===== config.mk =====
export PLATFORM = sky130hd
export DESIGN_NAME = alu_arbiter_flat
export DESIGN_NICKNAME = d
export VERILOG_FILES = /design/src/rtl/alu_arbiter_if.sv /design/src/rtl/alu_arbiter.sv /design/src/flat_wrapper.sv
export SDC_FILE = /design/constraint.sdc
export NUM_CORES = 1
export LEC_CHECK = 0
export ABC_CLOCK_PERIOD_IN_PS = 2200
export BUFFER_PORTS_ARGS = -buffer_cell sky130_fd_sc_hd__buf_2
export CAP_MARGIN = 20
export CORE_AREA = 2 2 121 123
export CTS_BUF_LIST = sky130_fd_sc_hd__clkbuf_16
export CTS_CLUSTER_SIZE = 12
export DETAILED_ROUTE_END_ITERATION = 6
export DIE_AREA = 0 0 123 125
export GPL_TIMING_DRIVEN = 0
export HOLD_SLACK_MARGIN = 0.12
export PLACE_DENSITY = 0.75
export SETUP_SLACK_MARGIN = 0.4
export SYNTH_ARGS = -nofsm -noshare
export SYNTH_HDL_FRONTEND = slang
export SYNTH_SLANG_ARGS = --single-unit

===== constraint.sdc =====
create_clock -name clk -period 2.2 [get_ports clk]
set_clock_uncertainty 0.05 [all_clocks]
set_input_delay 0.22 -clock clk [delete_from_list [all_inputs] [get_ports clk]]
set_output_delay 0.22 -clock clk [all_outputs]
set_load 0.02 [all_outputs]

===== src/rtl/alu_arbiter_if.sv =====
`default_nettype none
// ============================================================================
// Module      : alu_arbiter_if
// Description : Bundle of the two requester channels (request and response
//               valid/ready) and the shared-ALU port of alu_arbiter.
//               slave  - the arbiter side
//               master - the requesters plus the ALU side
// Ports       : req{0,1}_valid/ready/a/b/op, resp{0,1}_valid/ready/data/err,
//               alu_a, alu_b, alu_op, alu_out, busy
// Revision    : 1.0 - initial release
// ============================================================================
interface alu_arbiter_if #(
  parameter int DW  = 32,
  parameter int OPW = 5
);
  logic           req0_valid;
  logic           req0_ready;
  logic [DW-1:0]  req0_a;
  logic [DW-1:0]  req0_b;
  logic [OPW-1:0] req0_op;
  logic           resp0_valid;
  logic           resp0_ready;
  logic [DW-1:0]  resp0_data;
  logic           resp0_err;

  logic           req1_valid;
  logic           req1_ready;
  logic [DW-1:0]  req1_a;
  logic [DW-1:0]  req1_b;
  logic [OPW-1:0] req1_op;
  logic           resp1_valid;
  logic           resp1_ready;
  logic [DW-1:0]  resp1_data;
  logic           resp1_err;

  logic [DW-1:0]  alu_a;
  logic [DW-1:0]  alu_b;
  logic [OPW-1:0] alu_op;
  logic [DW-1:0]  alu_out;
  logic           busy;

  modport slave (
    input  req0_valid, req0_a, req0_b, req0_op, resp0_ready,
    input  req1_valid, req1_a, req1_b, req1_op, resp1_ready,
    input  alu_out,
    output req0_ready, resp0_valid, resp0_data, resp0_err,
    output req1_ready, resp1_valid, resp1_data, resp1_err,
    output alu_a, alu_b, alu_op, busy
  );

  modport master (
    output req0_valid, req0_a, req0_b, req0_op, resp0_ready,
    output req1_valid, req1_a, req1_b, req1_op, resp1_ready,
    output alu_out,
    input  req0_ready, resp0_valid, resp0_data, resp0_err,
    input  req1_ready, resp1_valid, resp1_data, resp1_err,
    input  alu_a, alu_b, alu_op, busy
  );
endinterface
`default_nettype wire


===== src/rtl/alu_arbiter.sv =====
`default_nettype none
// ============================================================================
// Module      : alu_arbiter
// Description : Round-robin sharing of one combinational ALU between two
//               requesters. One operation in flight: IDLE (grant), EXEC
//               (ALU ports driven from registers), RESP (result held until
//               the owner accepts it).
// Ports       : clk - clock, rst - synchronous active-high reset,
//               arb - alu_arbiter_if.slave (request/response channels,
//               ALU operand/opcode/result, busy)
// Revision    : 1.0 - initial release
// ============================================================================
module alu_arbiter #(
  parameter int DW     = 32,
  parameter int OPW    = 5,
  parameter int OP_MAX = 6
) (
  input  logic          clk,
  input  logic          rst,
  alu_arbiter_if.slave  arb
);

  localparam logic [OPW-1:0] c_op_max = OPW'(OP_MAX);

  typedef enum logic [1:0] {
    ST_IDLE = 2'd0,
    ST_EXEC = 2'd1,
    ST_RESP = 2'd2
  } state_t;

  state_t         r_state;
  state_t         w_state_next;
  logic           r_last_grant;
  logic           r_owner;
  logic           r_illegal;
  logic [DW-1:0]  r_alu_a;
  logic [DW-1:0]  r_alu_b;
  logic [OPW-1:0] r_alu_op;
  logic [DW-1:0]  r_data0;
  logic [DW-1:0]  r_data1;
  logic           r_err0;
  logic           r_err1;
  logic           r_rv0;
  logic           r_rv1;

  logic           w_any;
  logic           w_gid;
  logic           w_grant;
  logic           w_hs;
  logic [DW-1:0]  w_a_sel;
  logic [DW-1:0]  w_b_sel;
  logic [OPW-1:0] w_op_sel;
  logic           w_op_illegal;
  logic [DW-1:0]  w_result;

  // Arbitration: a lone requester wins; on a tie the one not served last wins.
  assign w_any        = arb.req0_valid | arb.req1_valid;
  assign w_gid        = (arb.req0_valid & arb.req1_valid) ? ~r_last_grant : arb.req1_valid;
  assign w_grant      = (r_state == ST_IDLE) & w_any;
  assign w_a_sel      = w_gid ? arb.req1_a  : arb.req0_a;
  assign w_b_sel      = w_gid ? arb.req1_b  : arb.req0_b;
  assign w_op_sel     = w_gid ? arb.req1_op : arb.req0_op;
  assign w_op_illegal = (w_op_sel > c_op_max);
  // An illegal opcode is replaced by NOP on the ALU port, so a zero opcode
  // covers both the NOP and the illegal case here.
  assign w_result     = (r_alu_op == '0) ? '0 : arb.alu_out;
  assign w_hs         = (r_state == ST_RESP) & (r_owner ? arb.resp1_ready : arb.resp0_ready);

  always_comb begin
    w_state_next   = r_state;
    arb.req0_ready = 1'b0;
    arb.req1_ready = 1'b0;
    arb.busy       = (r_state != ST_IDLE);
    case (r_state)
      ST_IDLE: begin
        arb.req0_ready = w_grant & ~w_gid;
        arb.req1_ready = w_grant &  w_gid;
        if (w_any) w_state_next = ST_EXEC;
      end
      ST_EXEC: w_state_next = ST_RESP;
      ST_RESP: if (w_hs) w_state_next = ST_IDLE;
      default: w_state_next = ST_IDLE;
    endcase
  end

  always_ff @(posedge clk) begin
    if (rst) begin
      r_state      <= ST_IDLE;
      r_last_grant <= 1'b1;
      r_owner      <= 1'b0;
      r_illegal    <= 1'b0;
      r_alu_a      <= '0;
      r_alu_b      <= '0;
      r_alu_op     <= '0;
      r_data0      <= '0;
      r_data1      <= '0;
      r_err0       <= 1'b0;
      r_err1       <= 1'b0;
      r_rv0        <= 1'b0;
      r_rv1        <= 1'b0;
    end else begin
      r_state <= w_state_next;
      case (r_state)
        ST_IDLE: begin
          if (w_any) begin
            r_alu_a      <= w_a_sel;
            r_alu_b      <= w_b_sel;
            r_alu_op     <= w_op_illegal ? '0 : w_op_sel;
            r_illegal    <= w_op_illegal;
            r_owner      <= w_gid;
            r_last_grant <= w_gid;
          end
        end
        ST_EXEC: begin
          // ALU ports are only meaningful during EXEC.
          r_alu_a  <= '0;
          r_alu_b  <= '0;
          r_alu_op <= '0;
          if (r_owner) begin
            r_data1 <= w_result;
            r_err1  <= r_illegal;
            r_rv1   <= 1'b1;
          end else begin
            r_data0 <= w_result;
            r_err0  <= r_illegal;
            r_rv0   <= 1'b1;
          end
        end
        ST_RESP: begin
          if (w_hs) begin
            r_rv0 <= 1'b0;
            r_rv1 <= 1'b0;
          end
        end
        default: ;
      endcase
    end
  end

  assign arb.alu_a       = r_alu_a;
  assign arb.alu_b       = r_alu_b;
  assign arb.alu_op      = r_alu_op;
  assign arb.resp0_valid = r_rv0;
  assign arb.resp0_data  = r_data0;
  assign arb.resp0_err   = r_err0;
  assign arb.resp1_valid = r_rv1;
  assign arb.resp1_data  = r_data1;
  assign arb.resp1_err   = r_err1;

endmodule
`default_nettype wire

===== src/flat_wrapper.sv =====
// flat-port wrapper written by rule: the top's interface ports become plain ports
module alu_arbiter_flat 
#(
  parameter int DW     = 32,
  parameter int OPW    = 5,
  parameter int OP_MAX = 6
)
  (clk, rst, arb_req0_valid, arb_req0_a, arb_req0_b, arb_req0_op, arb_resp0_ready, arb_req1_valid, arb_req1_a, arb_req1_b, arb_req1_op, arb_resp1_ready, arb_alu_out, arb_req0_ready, arb_resp0_valid, arb_resp0_data, arb_resp0_err, arb_req1_ready, arb_resp1_valid, arb_resp1_data, arb_resp1_err, arb_alu_a, arb_alu_b, arb_alu_op, arb_busy);
  alu_arbiter_if #(.DW(DW), .OPW(OPW)) arb_i ();
  input  logic clk;
  input  logic rst;
  input wire logic [$bits(arb_i.req0_valid)-1:0] arb_req0_valid;
  input wire logic [$bits(arb_i.req0_a)-1:0] arb_req0_a;
  input wire logic [$bits(arb_i.req0_b)-1:0] arb_req0_b;
  input wire logic [$bits(arb_i.req0_op)-1:0] arb_req0_op;
  input wire logic [$bits(arb_i.resp0_ready)-1:0] arb_resp0_ready;
  input wire logic [$bits(arb_i.req1_valid)-1:0] arb_req1_valid;
  input wire logic [$bits(arb_i.req1_a)-1:0] arb_req1_a;
  input wire logic [$bits(arb_i.req1_b)-1:0] arb_req1_b;
  input wire logic [$bits(arb_i.req1_op)-1:0] arb_req1_op;
  input wire logic [$bits(arb_i.resp1_ready)-1:0] arb_resp1_ready;
  input wire logic [$bits(arb_i.alu_out)-1:0] arb_alu_out;
  output wire logic [$bits(arb_i.req0_ready)-1:0] arb_req0_ready;
  output wire logic [$bits(arb_i.resp0_valid)-1:0] arb_resp0_valid;
  output wire logic [$bits(arb_i.resp0_data)-1:0] arb_resp0_data;
  output wire logic [$bits(arb_i.resp0_err)-1:0] arb_resp0_err;
  output wire logic [$bits(arb_i.req1_ready)-1:0] arb_req1_ready;
  output wire logic [$bits(arb_i.resp1_valid)-1:0] arb_resp1_valid;
  output wire logic [$bits(arb_i.resp1_data)-1:0] arb_resp1_data;
  output wire logic [$bits(arb_i.resp1_err)-1:0] arb_resp1_err;
  output wire logic [$bits(arb_i.alu_a)-1:0] arb_alu_a;
  output wire logic [$bits(arb_i.alu_b)-1:0] arb_alu_b;
  output wire logic [$bits(arb_i.alu_op)-1:0] arb_alu_op;
  output wire logic [$bits(arb_i.busy)-1:0] arb_busy;
  assign arb_i.req0_valid = arb_req0_valid;
  assign arb_i.req0_a = arb_req0_a;
  assign arb_i.req0_b = arb_req0_b;
  assign arb_i.req0_op = arb_req0_op;
  assign arb_i.resp0_ready = arb_resp0_ready;
  assign arb_i.req1_valid = arb_req1_valid;
  assign arb_i.req1_a = arb_req1_a;
  assign arb_i.req1_b = arb_req1_b;
  assign arb_i.req1_op = arb_req1_op;
  assign arb_i.resp1_ready = arb_resp1_ready;
  assign arb_i.alu_out = arb_alu_out;
  assign arb_req0_ready = arb_i.req0_ready;
  assign arb_resp0_valid = arb_i.resp0_valid;
  assign arb_resp0_data = arb_i.resp0_data;
  assign arb_resp0_err = arb_i.resp0_err;
  assign arb_req1_ready = arb_i.req1_ready;
  assign arb_resp1_valid = arb_i.resp1_valid;
  assign arb_resp1_data = arb_i.resp1_data;
  assign arb_resp1_err = arb_i.resp1_err;
  assign arb_alu_a = arb_i.alu_a;
  assign arb_alu_b = arb_i.alu_b;
  assign arb_alu_op = arb_i.alu_op;
  assign arb_busy = arb_i.busy;
  alu_arbiter #(.DW(DW), .OPW(OPW), .OP_MAX(OP_MAX)) u_core (.clk(clk), .rst(rst), .arb(arb_i));
endmodule

==> qor.csv, run 1 <==
metric,value,unit
ys.flop_type,dfxtp_1,
totalPowerFinal,7.62,mW
wire_per_inst,16.5,um
clk_pin_slew,0.06,ns
num_rows,44,
startpoint_type,register,
cp_max_fo,3,
yosysSeqAreaShare,0.486,
syn-num-nets,825,
ctsHtreeMaxLevel,4,
utilization,0.640,
hold_path_class,primary input to register,
ys_ff_latch,142,
grt_start_max_net_pins,17,
yosysWarnings,0,
die_w,123,um
avgSynthCellArea,9.06,um^2
area_delta_synth_final,55.4,%
rsz0062_at_grt,true,
ir_drop,444,uV
detail-route-antenna-nets,0,
finalSetupViolations,0,
place_ws,-0.0172,ns
dr.pass1.iters,5,
ctsRootBufferMaster,clkbuf_16,
via_per_inst,5.10,
arrival,1.44,ns
synth_edf_count,0,
dp_hpwl,14600,um
fillCellCount,1195,
grt_usage,0.259,
initial_core_util,0.412,
synth.distinct_cells,31,
power.leakage,4.27,nW
fin_crit,1.71,ns
fin_ws,0.487,ns
worst_slew_pin_slew,0.671,ns
maxCapViolations,0,
drc,0,
synthCells,646,
grt_pass1_wl,31000,um
cts_tree,built,
antenna_found_initial,3,
hold_viol,0,
core-area,14200,um^2
critPathKind,register to primary output,
die_h,125,um
grt_overflow,0,
drt_iter0_drc,275,
syn_area,5850,um^2
worstPathRequired,1.93,ns
dieArea,15400,um^2
slew_viol_final,0,
port-buffer-count,315,
grt_pass1_vias,6166,
layout-drive-gt1-share,0.382,
p_per_area,838,nW/um^2
synthArstFlopShare,0,
cp-end-kind,primary output,
timing.final.crit_share,0.779,
vias,6356,
nNetsFinal,1226,
io-pin-count,316,
worstSkewPairLatency,0.41,ns
finalWirelength,20600,um
max_freq,584,MHz
status,completed,
cts.sinks,142,
relSlewSlack,0.553,
numCtsBuffers,17,
cts_buffer_depth,2,
gp_congestion,0.795,
sequential cells by signal, indices dropped and copies added, names as in the netlist:
signal                  count
u_core.arb.alu_a           32
u_core.arb.resp1_err        1
u_core.r_illegal            1
u_core.arb.resp1_valid      1
u_core.arb.resp0_err        1
u_core.r_state              2
u_core.arb.resp0_data      32
u_core.r_owner              1
u_core.arb.alu_b           32
u_core.r_last_grant         1
u_core.arb.resp1_data      32
u_core.arb.resp0_valid      1
u_core.arb.alu_op           5
cell usage in the layout (no fill, tap or decap), drive strengths merged, types with 2 or more instances in the layout:
cell type,count
mux2i,71
bufinv,3
clkinvlp,5
buf,343
clkinv,4
dlygate4sd3,62
nand2,73
o21ai,2
diode,2
dfxtp,142
ha,3
inv,7
o2bb2ai,3
a31oi,3
nand3,64
a2bb2oi,64
or2,2
and4,2
nor2,70
and2,3
nor3,3
a311oi,2
a21oi,68
nor2b,2
clkbuf,53
final timing paths:
path	slack (ns)	cells after the start	to	from
worst min-delay path	0.12	4	u_core.arb.alu_b[10]	arb_req1_b[10]
worst min register to register	0.40	2	u_core.arb.resp0_err	u_core.arb.resp0_err
worst max-delay path	0.49	7	arb_req1_ready	u_core.r_last_grant
worst max register to register	0.51	6	u_core.arb.resp1_data[15]	u_core.r_state[1]
worst max-delay path, stage by stage, from the launching register on:
cell	delay [ns]
dfxtp_2	0.33
a21boi_1	0.06
buf_4	0.15
buf_12	0.12
buf_12	0.11
nand2_1	0.09
inv_2	0.04
buf_6	0.12
per-stage QoR:
step	instances	hold WS, ns	TNS, ns	cell area (um^2)
after floorplan	646	0.318	0	5850
after global placement	1145	0.389	0	7660
after detailed placement	1145	0.393	-0.0547	7660
after CTS	1242	0.120	0	8990
after global routing	1246	0.129	0	9090
final	1246	0.125	0	9090
area by class of cell:
| type | count | area (um^2) | area share |
|---|---|---|---|
| antenna | 2 | 5.00 | 0.000551 |
| buffer | 59 | 395 | 0.0435 |
| clock buffer | 17 | 425 | 0.0468 |
| timing repair buffer | 382 | 2240 | 0.247 |
| inverter | 4 | 15.0 | 0.00165 |
| clock inverter | 15 | 169 | 0.0186 |
| sequential | 142 | 2850 | 0.313 |
| tap | 184 | 230 | 0.0253 |
| multi-input combinational | 441 | 2760 | 0.304 |
metal layers:
metal	share of wire	global-route usage	wire (um)	vias to the layer above
met4	0.015	0.0782	313	2
met3	0.082	0.0876	1700	23
li1	-	-	-	3088
met5	0.00063	0	13	-
met1	0.39	0.293	8110	2984
met2	0.51	0.455	10500	259
synthesized netlist by cell type, types with 2 or more instances:
library cell  instances  area [um^2]
nand2_1              73          274
or2_2                 2         12.5
a311oi_1              2         17.5
buf_6                 8         90.1
and2_1                3         18.8
ha_1                  3         37.5
dfxtp_1             142         2840
inv_1                 4         15.0
a21oi_1              68          340
a2bb2oi_1            64          561
clkbuf_1             42          158
and4_1                2         17.5
o2bb2ai_1             3         26.3
nand3_1              64          320
nor2b_1               2         12.5
nor3_1                3         15.0
buf_2                 6         30.0
a31oi_1               3         18.8
mux2i_1              71          711
nor2_1               70          263
cell families (layout without fill, tap and decap cells):
| group | Yosys count | count (layout) | synth area share |
|---|---|---|---|
| other cells | 0 | 2 | 0 |
| simple gates | 221 | 221 | 0.162 |
| fa+ha+maj | 3 | 3 | 0.00642 |
| mux | 71 | 71 | 0.121 |
| flops | 142 | 142 | 0.486 |
| buf+inv | 63 | 477 | 0.0528 |
| compound gates | 146 | 146 | 0.172 |
power by group:
part	switching [mW]	internal, mW	total [mW]
combinational	1.01	0.846	1.86
sequential	0.0956	2.74	2.84
clock	1.15	1.78	2.92
what timing repair did:
action | 4_1_cts | 5_1_grt
hold buffers | 62 | 0
buffers inserted | 3 | 2
endpoints found under the hold margin | 84 | 0
pin swaps | 2 | 2
gates cloned | 0 | 0
gates resized for setup | 43 | 38
setup endpoints to repair | 129 | 124
Note: power is estimated with default switching activity, not from simulation.
==> run 2, diff against run 1 <==
--- a/config.mk
+++ b/config.mk
@@ -5,7 +5,7 @@
 export SDC_FILE = /design/constraint.sdc
 export NUM_CORES = 1
 export LEC_CHECK = 0
-export ABC_CLOCK_PERIOD_IN_PS = 2200
+export ABC_CLOCK_PERIOD_IN_PS = 1700
 export BUFFER_PORTS_ARGS = -buffer_cell sky130_fd_sc_hd__buf_2
 export CAP_MARGIN = 20
 export CORE_AREA = 2 2 121 123
==> constraint.sdc (replaced) <==
create_clock -name clk -period 1.7 [get_ports clk]
set_clock_uncertainty 0.05 [all_clocks]
set_input_delay 0.17 -clock clk [delete_from_list [all_inputs] [get_ports clk]]
set_output_delay 0.17 -clock clk [all_outputs]
set_load 0.02 [all_outputs]
==> qor.csv, run 2 (synthesis gave the netlist of run 1 again) <==
metric,value,unit,change
worstPathRequired,1.99,ns,+0.06 ns
multiInputGateArea,3510,um^2,+27%
worstSkewPairLatency,0.42,ns,about the same
drc,1,,+1
critPathTopFamily,buffers and inverters,,
numCtsBuffers,17,,unchanged
placedCellCount,1145,,unchanged
arrival,2.00,ns,+0.56 ns
gp_congestion,0.863,,+8.6%
ir_drop,799,uV,+80%
startpoint_type,register,,
stdcell_count,1354,,+8.7%
grt_pass1_wl,38200,um,+23%
cp_slowest_cell,dfxtp_2,,
violations,"DRC, setup timing",,
maxCapViolations,0,,unchanged
finalWirelength,27900,um,+35%
fin_crit,1.71,ns,
ctsRootBufferMaster,clkbuf_16,,
status,finished with violations,,
slew_viol_final,0,,unchanged
die_h,125,um,unchanged
slowest_delay,0.34,ns,about the same
utilization,0.791,,+0.151
hold_path_class,primary input to register,,
final_cell_mix,"buf_2, dlygate4sd3_1, dfxtp_1, nand2_1, nor2_1",,
crit_top_cell,buf_12,,
critPathKind,register to register,,
worst_slew_pin_slew,0.699,ns,+0.0286 ns
grt_start_max_net_pins,17,,unchanged
ctsHtreeMaxLevel,4,,unchanged
final_common_cell,buf_2,,
num_rows,44,,unchanged
cts_buffer_depth,2,,unchanged
cp_max_fo,10,,+7
path_buf_inv,4,,-1
grt_overflow,0,,unchanged
io-pin-count,316,,unchanged
max_freq,584,MHz,
vias,7403,,+16%
finalSetupViolations,5,,+5
cts_tree,built,,
core-area,14200,um^2,unchanged
detail-route-antenna-nets,0,,unchanged
relSlewSlack,0.534,,-0.0191
grt_usage,0.320,,+0.0616
cp-end-kind,register,,
clk_pin_slew,0.06,ns,about the same
drt_iter0_drc,497,,+81%
dp_hpwl,14400,um,-1.5%
power.leakage,4.97,nW,+16%
finalSetupTns,-0.0257,ns,-0.0257 ns
antenna_found_initial,6,,+3
via_per_inst,5.47,,+7.2%
nNetsFinal,1332,,+8.6%
die_w,123,um,unchanged
hold_viol,0,,unchanged
seq_area,2850,um^2,+0.13%
place_ws,-0.162,ns,-0.145 ns
cts.sinks,142,,unchanged
post_dp_cell_area,7800,um^2,+1.9%
p_per_area,991,nW/um^2,+18%
path_cells,inv_2 -> ha_4 -> buf_8 -> o21ai_4 -> or2_4 -> buf_12 -> buf_12 -> a2bb2oi_2 -> nor2_1,,
initial_core_util,0.412,,unchanged
fillCellCount,849,,-29%
fin_area,11200,um^2,+24%
timing.final.crit_share,1.01,,
layout-drive-gt1-share,0.465,,+0.0828
dr.pass1.iters,7,,+2
wire_per_inst,20.6,um,+24%
area_delta_synth_final,92.1,%,
rsz0062_at_grt,true,,
dieArea,15400,um^2,unchanged
grt_pass1_vias,7339,,+19%
fin_ws,-0.0128,ns,-0.500 ns
port-buffer-count,315,,unchanged
[run 2: cell count changes in the layout (fill, tap and decap cells not counted), sizes merged]
cell	previous run	this run
dlygate4sd3	62	153
clkinvlp	5	2
clkbuf	53	41
nand2	73	74
diode	2	4
inv	7	6
clkinv	4	7
buf	343	369
bufinv	3	4
[run 2: stage by stage]
| stage | hold slack (ns) | power, mW |
|---|---|---|
| 6_report | 0.119 | 11.1 |
| 5_1_grt | 0.118 | 11.5 |
| 4_1_cts | 0.120 | 10.5 |
| 3_5_place_dp | 0.391 | 5.98 |
| 3_3_place_gp | 0.385 | 5.96 |
| 2_1_floorplan | 0.268 | 5.22 |
[run 2: per-layer routing]
metal / wire length, um / up-vias / global-route usage / part of all wire
li1: - / 3313 / - / -
met1: 9800 / 3481 / 0.336 / 0.35
met2: 13700 / 460 / 0.530 / 0.49
met3: 2570 / 145 / 0.133 / 0.092
met4: 1790 / 4 / 0.191 / 0.064
met5: 28 / - / 0 / 0.0010
[run 2: timing repair]
action                                 CTS  global route
endpoints found under the hold margin  128             0
gates resized for setup                 77           191
buffers inserted                         9             8
pin swaps                                2            27
cloned                                   1             2
setup endpoints to repair              145           144
hold buffers                           153             0
[run 2: area by class of cell]
cell class	count	share of cell area
multi-input cells	442	0.312
repair buffers	487	0.295
flip-flops and latches	142	0.254
plain buffers	59	0.0612
clock buffers	17	0.0378
well taps	184	0.0205
clock inverters	15	0.0171
inverters	4	0.00156
diodes	4	0.000891
[run 2: final timing paths]
kind	startpoint	to	slack, ns	depth (start not counted)
max	u_core.r_state[0]	u_core.arb.alu_a[30]	-0.01	9
min	arb_req0_a[11]	u_core.arb.alu_a[11]	0.12	4
min reg2reg	u_core.arb.resp0_data[5]	u_core.arb.resp0_data[5]	0.40	2
max reg2reg	u_core.r_state[0]	u_core.arb.alu_a[30]	-0.01	9
[run 2: power breakdown]
part	internal, mW	total [mW]	switching (mW)
clock network	2.45	3.97	1.52
registers	3.55	3.71	0.162
logic	1.72	3.46	1.74
total	7.72	11.1	3.42
[run 2: worst register-to-register path, cell delays in order (launching register included)]
cell	delay, ns
dfxtp_2	0.34
inv_2	0.08
ha_4	0.13
buf_8	0.11
o21ai_4	0.07
or2_4	0.27
buf_12	0.15
buf_12	0.15
a2bb2oi_2	0.14
nor2_1	0.14
==> run 3, diff against run 2 <==
--- a/config.mk
+++ b/config.mk
@@ -17,6 +17,7 @@
 export HOLD_SLACK_MARGIN = 0.12
 export PLACE_DENSITY = 0.75
 export SETUP_SLACK_MARGIN = 0.4
+export SKIP_LAST_GASP = 1
 export SYNTH_ARGS = -nofsm -noshare
 export SYNTH_HDL_FRONTEND = slang
 export SYNTH_SLANG_ARGS = --single-unit
==> qor.csv, run 3 (synthesis gave the netlist of run 1 again) <==
metric,value,unit,change
arrival,2.00,ns,about the same
die_w,123,um,unchanged
final_cell_mix,"buf_2, dlygate4sd3_1, dfxtp_1, nand2_1, nor2_1",,
worstSkewPairLatency,0.42,ns,about the same
slew_viol_final,0,,unchanged
core-area,14200,um^2,unchanged
dp_hpwl,14400,um,unchanged
critPathKind,register to register,,
ctsHtreeMaxLevel,4,,unchanged
ctsRootBufferMaster,clkbuf_16,,
worstPathRequired,1.99,ns,about the same
cts.sinks,142,,unchanged
area_delta_synth_final,90.5,%,
port-buffer-count,315,,unchanged
cp-end-kind,register,,
cp_max_fo,10,,unchanged
cts_tree,built,,
startpoint_type,register,,
grt_overflow,0,,unchanged
antenna_found_initial,6,,unchanged
place_ws,-0.162,ns,unchanged
grt_pass1_wl,38200,um,unchanged
fin_crit,1.71,ns,+0.000534 ns
status,finished with violations,,
wire_per_inst,20.3,um,-1.5%
finalSetupTns,-0.0225,ns,+0.00319 ns
violations,setup timing,,
stdcell_count,1354,,unchanged
vias,7348,,-0.74%
rsz0062_at_grt,true,,
initial_core_util,0.412,,unchanged
drc,0,,-1
p_per_area,996,nW/um^2,+0.51%
die_h,125,um,unchanged
clk_pin_slew,0.06,ns,about the same
gp_congestion,0.863,,unchanged
hold_path_class,primary input to register,,
timing.final.crit_share,1.01,,about the same
nNetsFinal,1332,,unchanged
power.leakage,4.96,nW,-0.18%
grt_start_max_net_pins,17,,unchanged
grt_usage,0.320,,unchanged
relSlewSlack,0.543,,+0.00935
via_per_inst,5.43,,-0.74%
cts_buffer_depth,2,,unchanged
finalSetupViolations,3,,-2
maxCapViolations,0,,unchanged
max_freq,584,MHz,about the same
ir_drop,785,uV,-1.7%
fillCellCount,871,,+2.6%
hold_viol,0,,unchanged
placedCellCount,1145,,unchanged
dieArea,15400,um^2,unchanged
grt_pass1_vias,7339,,unchanged
worst_slew_pin_slew,0.685,ns,-0.0140 ns
final_common_cell,buf_2,,
num_rows,44,,unchanged
layout-drive-gt1-share,0.455,,-0.00943
dr.pass1.iters,6,,-1
numCtsBuffers,17,,unchanged
io-pin-count,316,,unchanged
detail-route-antenna-nets,0,,unchanged
finalWirelength,27400,um,-1.5%
drt_iter0_drc,486,,-2.2%
fin_ws,-0.0133,ns,-0.000534 ns
-- run 3: cell counts in the layout (fill, tap and decap cells not counted) --
Identical to the previous run, type by type.
-- run 3: per-layer routing --
| metal | part of all wire | global-route usage |
|---|---|---|
| met1 | 0.35 | 0.336 |
| met5 | 0.0010 | 0 |
| met4 | 0.064 | 0.191 |
| met3 | 0.095 | 0.133 |
| met2 | 0.49 | 0.530 |
-- run 3: worst paths after layout --
| path | from | end | slack, ns | cells past startpoint |
|---|---|---|---|---|
| worst max-delay path | u_core.r_state[0] | u_core.arb.alu_a[30] | -0.01 | 9 |
| worst min-delay path | arb_req0_a[11] | u_core.arb.alu_a[11] | 0.12 | 4 |
| worst max register to register | u_core.r_state[0] | u_core.arb.alu_a[30] | -0.01 | 9 |
| worst min register to register | u_core.arb.resp0_data[5] | u_core.arb.resp0_data[5] | 0.40 | 2 |
-- run 3: worst max-delay path, stage by stage, from the launching register on --
cell and delay [ns]:
dfxtp_2 0.34, inv_2 0.08, ha_4 0.13, buf_8 0.11, o21ai_4 0.07, or2_4 0.27, buf_12 0.15, buf_12 0.14
a2bb2oi_2 0.14, nor2_1 0.14
-- run 3: report_power, final --
group          switching, mW  internal [mW]
registers              0.161           3.55
logic                   1.72           1.71
clock network           1.51           2.45
total                   3.40           7.71
-- run 3: stage by stage --
stage | total power [mW] | utilization | instance area [um^2] | hold slack [ns]
after global routing | 11.5 | 0.784 | 11100 | 0.118
after global placement | 5.96 | 0.549 | 7800 | 0.385
after CTS | 10.5 | 0.729 | 10300 | 0.120
final | 11.1 | 0.785 | 11100 | 0.120
after detailed placement | 5.98 | 0.549 | 7800 | 0.391
after floorplan | 5.22 | - | 6000 | 0.268
-- run 3: area by class of cell --
type	instances	area [um^2]	area share
clock inverters	15	193	0.0173
inverters	4	17.5	0.00157
plain buffers	59	679	0.0610
well taps	184	230	0.0207
flip-flops and latches	142	2850	0.256
multi-input cells	442	3430	0.308
repair buffers	487	3310	0.297
diodes	4	10.0	0.000898
clock buffers	17	425	0.0382
-- run 3: what timing repair did --
action	4_1_cts	5_1_grt
gates cloned	1	2
buffers inserted	9	8
hold buffers	153	0
endpoints found under the hold margin	128	0
resized for setup	77	172
pin swaps	2	23
setup endpoints to repair	145	144
